==> src/rtl/if_fetch_ctrl.sv <==
// Instruction-fetch controller: owns the fetch PC, issues credit-limited ROM reads
// and buffers returned {pc, instr} pairs in an in-order FIFO for decode.
`ifndef PC_RESET
`define PC_RESET 32'h0000_0000
`endif

module if_fetch_ctrl #(
  parameter logic [31:0] RESET_PC = `PC_RESET,
  parameter int          DEPTH    = 2
) (
  input  logic        clk,
  input  logic        rst_n,
  input  logic        i_redirect,
  input  logic [31:0] i_redirect_pc,
  output logic [31:0] o_mem_addr,
  output logic        o_mem_ready,
  input  logic [31:0] i_mem_rdata,
  input  logic        i_mem_valid,
  output logic [31:0] o_if_instr,
  output logic [31:0] o_if_pc,
  output logic        o_if_valid,
  input  logic        i_id_ready
);
  localparam int PW = (DEPTH > 1) ? $clog2(DEPTH) : 1;
  localparam int CW = $clog2(DEPTH + 1);
  localparam logic [CW:0] LIM = (CW+1)'(DEPTH);

  logic [31:0]   r_pc;
  logic [CW-1:0] r_inflight, r_kill, r_count;
  logic [PW-1:0] r_wptr, r_rptr, r_qwptr, r_qrptr;
  logic [31:0]   r_instr_mem [DEPTH];
  logic [31:0]   r_pc_mem    [DEPTH];
  logic [31:0]   r_iq_pc     [DEPTH];

  logic          w_pop, w_rsp, w_drop, w_push, w_issue;
  logic [CW:0]   w_used;
  logic [1:0]    w_unused_lsb;

  assign w_unused_lsb = i_redirect_pc[1:0];

  // Redirect squashes the head combinationally so decode never pops a wrong-path entry.
  assign o_if_valid = (r_count != '0) & ~i_redirect;
  assign o_if_instr = r_instr_mem[r_rptr];
  assign o_if_pc    = r_pc_mem[r_rptr];
  assign w_pop      = o_if_valid & i_id_ready;

  assign w_rsp  = i_mem_valid & (r_inflight != '0);
  assign w_drop = w_rsp & (i_redirect | (r_kill != '0));
  assign w_push = w_rsp & ~w_drop;

  // Credit counts buffered entries plus every outstanding read, killed ones included.
  assign w_used      = {1'b0, r_count} + {1'b0, r_inflight} - (CW+1)'(w_pop);
  assign w_issue     = rst_n & ~i_redirect & (w_used < LIM);
  assign o_mem_ready = w_issue;
  assign o_mem_addr  = r_pc;

  always_ff @(posedge clk or negedge rst_n) begin
    if (!rst_n) begin
      r_pc       <= RESET_PC;
      r_inflight <= '0;
      r_kill     <= '0;
      r_count    <= '0;
      r_wptr     <= '0;
      r_rptr     <= '0;
      r_qwptr    <= '0;
      r_qrptr    <= '0;
      for (int i = 0; i < DEPTH; i++) begin
        r_instr_mem[i] <= '0;
        r_pc_mem[i]    <= '0;
        r_iq_pc[i]     <= '0;
      end
    end else begin
      if (w_issue) begin
        r_pc             <= r_pc + 32'd4;
        r_iq_pc[r_qwptr] <= r_pc;
        r_qwptr          <= r_qwptr + PW'(1);
      end
      if (w_rsp) r_qrptr <= r_qrptr + PW'(1);

      case ({w_issue, w_rsp})
        2'b10:   r_inflight <= r_inflight + CW'(1);
        2'b01:   r_inflight <= r_inflight - CW'(1);
        default: r_inflight <= r_inflight;
      endcase

      if (i_redirect) begin
        r_pc    <= {i_redirect_pc[31:2], 2'b00};
        r_count <= '0;
        r_wptr  <= '0;
        r_rptr  <= '0;
        r_kill  <= r_inflight - CW'(w_rsp);
      end else begin
        if (w_rsp && (r_kill != '0)) r_kill <= r_kill - CW'(1);
        if (w_push) begin
          r_instr_mem[r_wptr] <= i_mem_rdata;
          r_pc_mem[r_wptr]    <= r_iq_pc[r_qrptr];
          r_wptr              <= r_wptr + PW'(1);
        end
        if (w_pop) r_rptr <= r_rptr + PW'(1);
        case ({w_push, w_pop})
          2'b10:   r_count <= r_count + CW'(1);
          2'b01:   r_count <= r_count - CW'(1);
          default: r_count <= r_count;
        endcase
      end
    end
  end
endmodule

==> config.mk <==
export PLATFORM = sky130hd
export DESIGN_NAME = if_fetch_ctrl
export DESIGN_NICKNAME = d
export VERILOG_FILES = /design/src/rtl/if_fetch_ctrl.sv
export SDC_FILE = /design/constraint.sdc
export NUM_CORES = 1
export LEC_CHECK = 0
export ABC_AREA = 1
export CAP_MARGIN = 0
export CORE_UTILIZATION = 33
export DETAILED_ROUTE_END_ITERATION = 7
export GPL_TIMING_DRIVEN = 0
export SYNTH_ARGS = -nofsm -noshare
export SYNTH_HDL_FRONTEND = slang
export SYNTH_SLANG_ARGS = --single-unit
==> constraint.sdc <==
create_clock -name clk -period 3.33 [get_ports clk]
set_clock_uncertainty 0.15 [all_clocks]
set_input_delay 0.666 -clock clk [delete_from_list [all_inputs] [get_ports clk]]
set_output_delay 0.666 -clock clk [all_outputs]
set_load 0.005 [all_outputs]
==> impl_metrics.ini <==
[outcome]
status = complete, but fails checks
violations = setup timing

[worst_setup_path]
worstPathArrival_ns = 2.68
critPathKind = flop to output pin
critPathLaunchType = flop
cp_max_fo = 2
cpPeakStageDelay_ns = 0.48
critPathCaptureType = output pin
critPathBufInv = 4
critPathTopFamily = simple AND/OR/NAND/NOR gates
path_cells = nor2_2, nor2_2, nand2_2, inv_2, ha_4, or2_4, fa_1, nand2_1, nor2_2, nand2_4, inv_4, buf_8, buf_6
crit_top_cell = nor2_2
critPathSlowestCell = fa_1
required_ns = 2.51

[global_route]
antenna_found_initial = 0
met3_usage_pct = 2.26
grt.busiest_layer = met2
gr-usage-met2_pct = 27.9
grt_max_degree = 106
grt_overflow_total = 0
grt_use_total_pct = 17.9
grt_pass1_wl_um = 47600
use_met1_pct = 25.8
grt_pass1_vias = 9080

[yosys]
synthSimpleGateAreaFrac_pct = 23.6
ys_seq_area_share_pct = 52.3
synth_top_family_by_area = simple AND/OR/NAND/NOR gates
syn_avg_cell_area_um2 = 8.05
synth-seq-cells = 224
syn_area_mm2 = 0.0107
ys_warn_count = 0
synthCells = 1331
yosysUniqueCellTypes = 29
synth-compound-area-share_pct = 10.7
yosys.area_share.adder_pct = 0.888
synth-xor-area-share_pct = 0.736
synth.area.mux_share_pct = 3.15

[routing]
vias = 9145
drc = 0
first_pass_iters = 5
routed_via_density = 4.68
antenna_left = 0
routed_wirelength_um = 29200
post_drt_wl_per_cell_um = 14.9
drtIter0Drc = 671

[layout]
num_antenna_cells = 0
layout.nets = 1611
syn_to_final_growth_pct = 30.5
fillers = 3169
final_util_pct = 44.1
fin_area_mm2 = 0.0140
drive_gt1_share_pct = 10.7

[timing]
fin_tns_setup_ns = -0.164
slew_violations = 0
fin_crit_sh_pct = 105
hold_viol = 0
worst_pin_slew_ns = 0.755
fin_ws_ns = -0.164
clock.fmax_mhz = 286
period_needed_ns = 3.49
setup_violations = 1
slew-limit-headroom_pct = 49.7
rsz0062_at_grt = yes

[floorplan]
die_h_um = 182
die_x_um = 182
start_util_pct = 33.8
die_area_mm2 = 0.0332
io_pins = 167
coreArea_mm2 = 0.0317
fp-row-count = 65

[place]
placed_area_mm2 = 0.0129
gp_congestion = 0.902
numPortBuffers = 159
post-dp-hpwl_um = 20600

[pwr]
vdd_drop_max_v = 0.000362
p_sw_mw = 4.23
p_seq_share_pct = 37.2
p_int_mw = 8.08
pwr_density_cell_mw_per_mm2 = 881
switching_share_pct = 34.4
p_comb_share_pct = 37.8
finalPower_mw = 12.3
p_clk_share_pct = 25.0
total_leakage_power_nw = 6.74

[cts]
cts_root_buffer = clkbuf_16
h-tree-depth = 1
insertion_delay_ns = 0.52
cts_tree = built
cts_buffers = 26
clk_pin_slew_ns = 0.06
max-clock-path-buffers = 3
clkSinkCount = 224

[flow_run]
drv_cap = 0

[hold_path]
hp-class = flop to flop
-- sequential cells by signal, summed over array words and instances (netlist names) --
register	flops
o_mem_addr	30
r_count	2
r_inflight	2
r_instr_mem	64
r_iq_pc	60
r_kill	2
r_pc_mem	60
r_qrptr	1
r_qwptr	1
r_rptr	1
r_wptr	1
-- power groups by stage --
stage          combinational [mW]  clock, mW  sequential, mW
6_report                     4.65       3.08            4.58
3_5_place_dp                 4.53          0            4.60
3_3_place_gp                 4.45          0            4.59
5_1_grt                      5.26       3.26            4.72
4_1_cts                      4.67       3.14            4.56
2_1_floorplan                2.59          0            4.43
-- repair_timing --
action	in CTS	in global routing
pin swaps	6	5
setup endpoints to repair	61	19
resized for setup	22	7
hold endpoints to repair	47	0
hold buffers	1	0
buffers inserted	8	3
-- final cells by class --
type                    count  area, um^2  share of cell area [%]
inverters                 131         494                    3.54
well taps                 402         503                    3.60
clock inverters             9         176                    1.26
plain buffers              69         454                    3.25
multi-input cells         910        4240                    30.3
clock buffers              37         763                    5.46
repair buffers            173        1740                    12.5
flip-flops and latches    224        5610                    40.1
-- Yosys cell counts, drive strengths merged --
master / instances / share of area [%]
nand2: 531 / 19
dfrtp: 224 / 52
o21ai: 211 / 10
inv: 131 / 4.6
nand3: 54 / 2.5
buf: 46 / 3.2
nor2: 46 / 1.7
mux2: 30 / 3.2
clkbuf: 23 / 0.81
xor2: 7 / 0.57
ha: 6 / 0.70
o211ai: 6 / 0.42
nand4: 4 / 0.23
nor3: 4 / 0.29
or2: 3 / 0.18
xnor2: 2 / 0.16
a21oi: 1 / 0.047
conb: 1 / 0.035
fa: 1 / 0.19
-- cells in the final DEF (no fill, tap or decap), types with 7 or more instances in the layout --
cell,netlist,final
inv_1,127,126
nand3_1,54,54
clkbuf_16,0,27
buf_4,4,17
mux2_2,30,30
dfrtp_1,224,224
clkbuf_1,23,20
xor2_1,7,7
buf_2,23,21
nand2_1,528,527
o21ai_2,10,10
o21ai_1,72,72
clkdlybuf4s50_1,0,156
o21ai_0,129,129
nor2_1,43,41
buf_6,17,18
-- kinds of logic (layout without fill, tap and decap cells) --
group | after synthesis | in the layout
other cells | 1 | 4
compound gates | 218 | 218
fa+ha+maj | 7 | 7
buf+inv | 200 | 419
mux | 30 | 30
simple gates | 642 | 642
flops | 224 | 224
xor+xnor | 9 | 9
-- final timing paths --
path                                         start                           to  slack (ns)  depth (start not counted)
hold / removal             r_iq_pc[58]$_DFFE_PN0P_      r_iq_pc[58]$_DFFE_PN0P_        0.33                          2
min in group asynchronous                    rst_n    o_mem_addr[6]$_DFFE_PN0P_        0.49                          2
setup / recovery            r_count[1]$_DFFE_PN0P_                  o_mem_ready       -0.16                         13
hold reg to reg            r_iq_pc[58]$_DFFE_PN0P_      r_iq_pc[58]$_DFFE_PN0P_        0.33                          2
max in group asynchronous                    rst_n  r_instr_mem[52]$_DFFE_PN0P_        1.36                          4
setup reg to reg            r_count[1]$_DFFE_PN0P_    o_mem_addr[8]$_DFFE_PN0P_        0.22                         18
-- worst min-delay path: cells and delay by family, from the launching register on --
kind	cells	cell delay, ns
simple gates	1	0.06
compound gates	1	0.04
flops	1	0.34
-- layer usage --
metal / wire length [um] / up-vias
met5: 0 / -
met4: 741 / 0
met3: 1270 / 43
met2: 13000 / 229
met1: 14200 / 4281
li1: - / 4592
-- per-stage QoR --
stage                     setup slack [ns]  hold WS, ns  std cells
after CTS                           -0.265        0.330       1952
after global routing                -0.313        0.344       1955
after global placement               -8.25        0.311       1895
after floorplan                    0.00638        0.220       1334
after detailed placement             -1.01        0.315       1897
final                               -0.164        0.328       1955
Note: power is estimated with default switching activity, not from simulation.
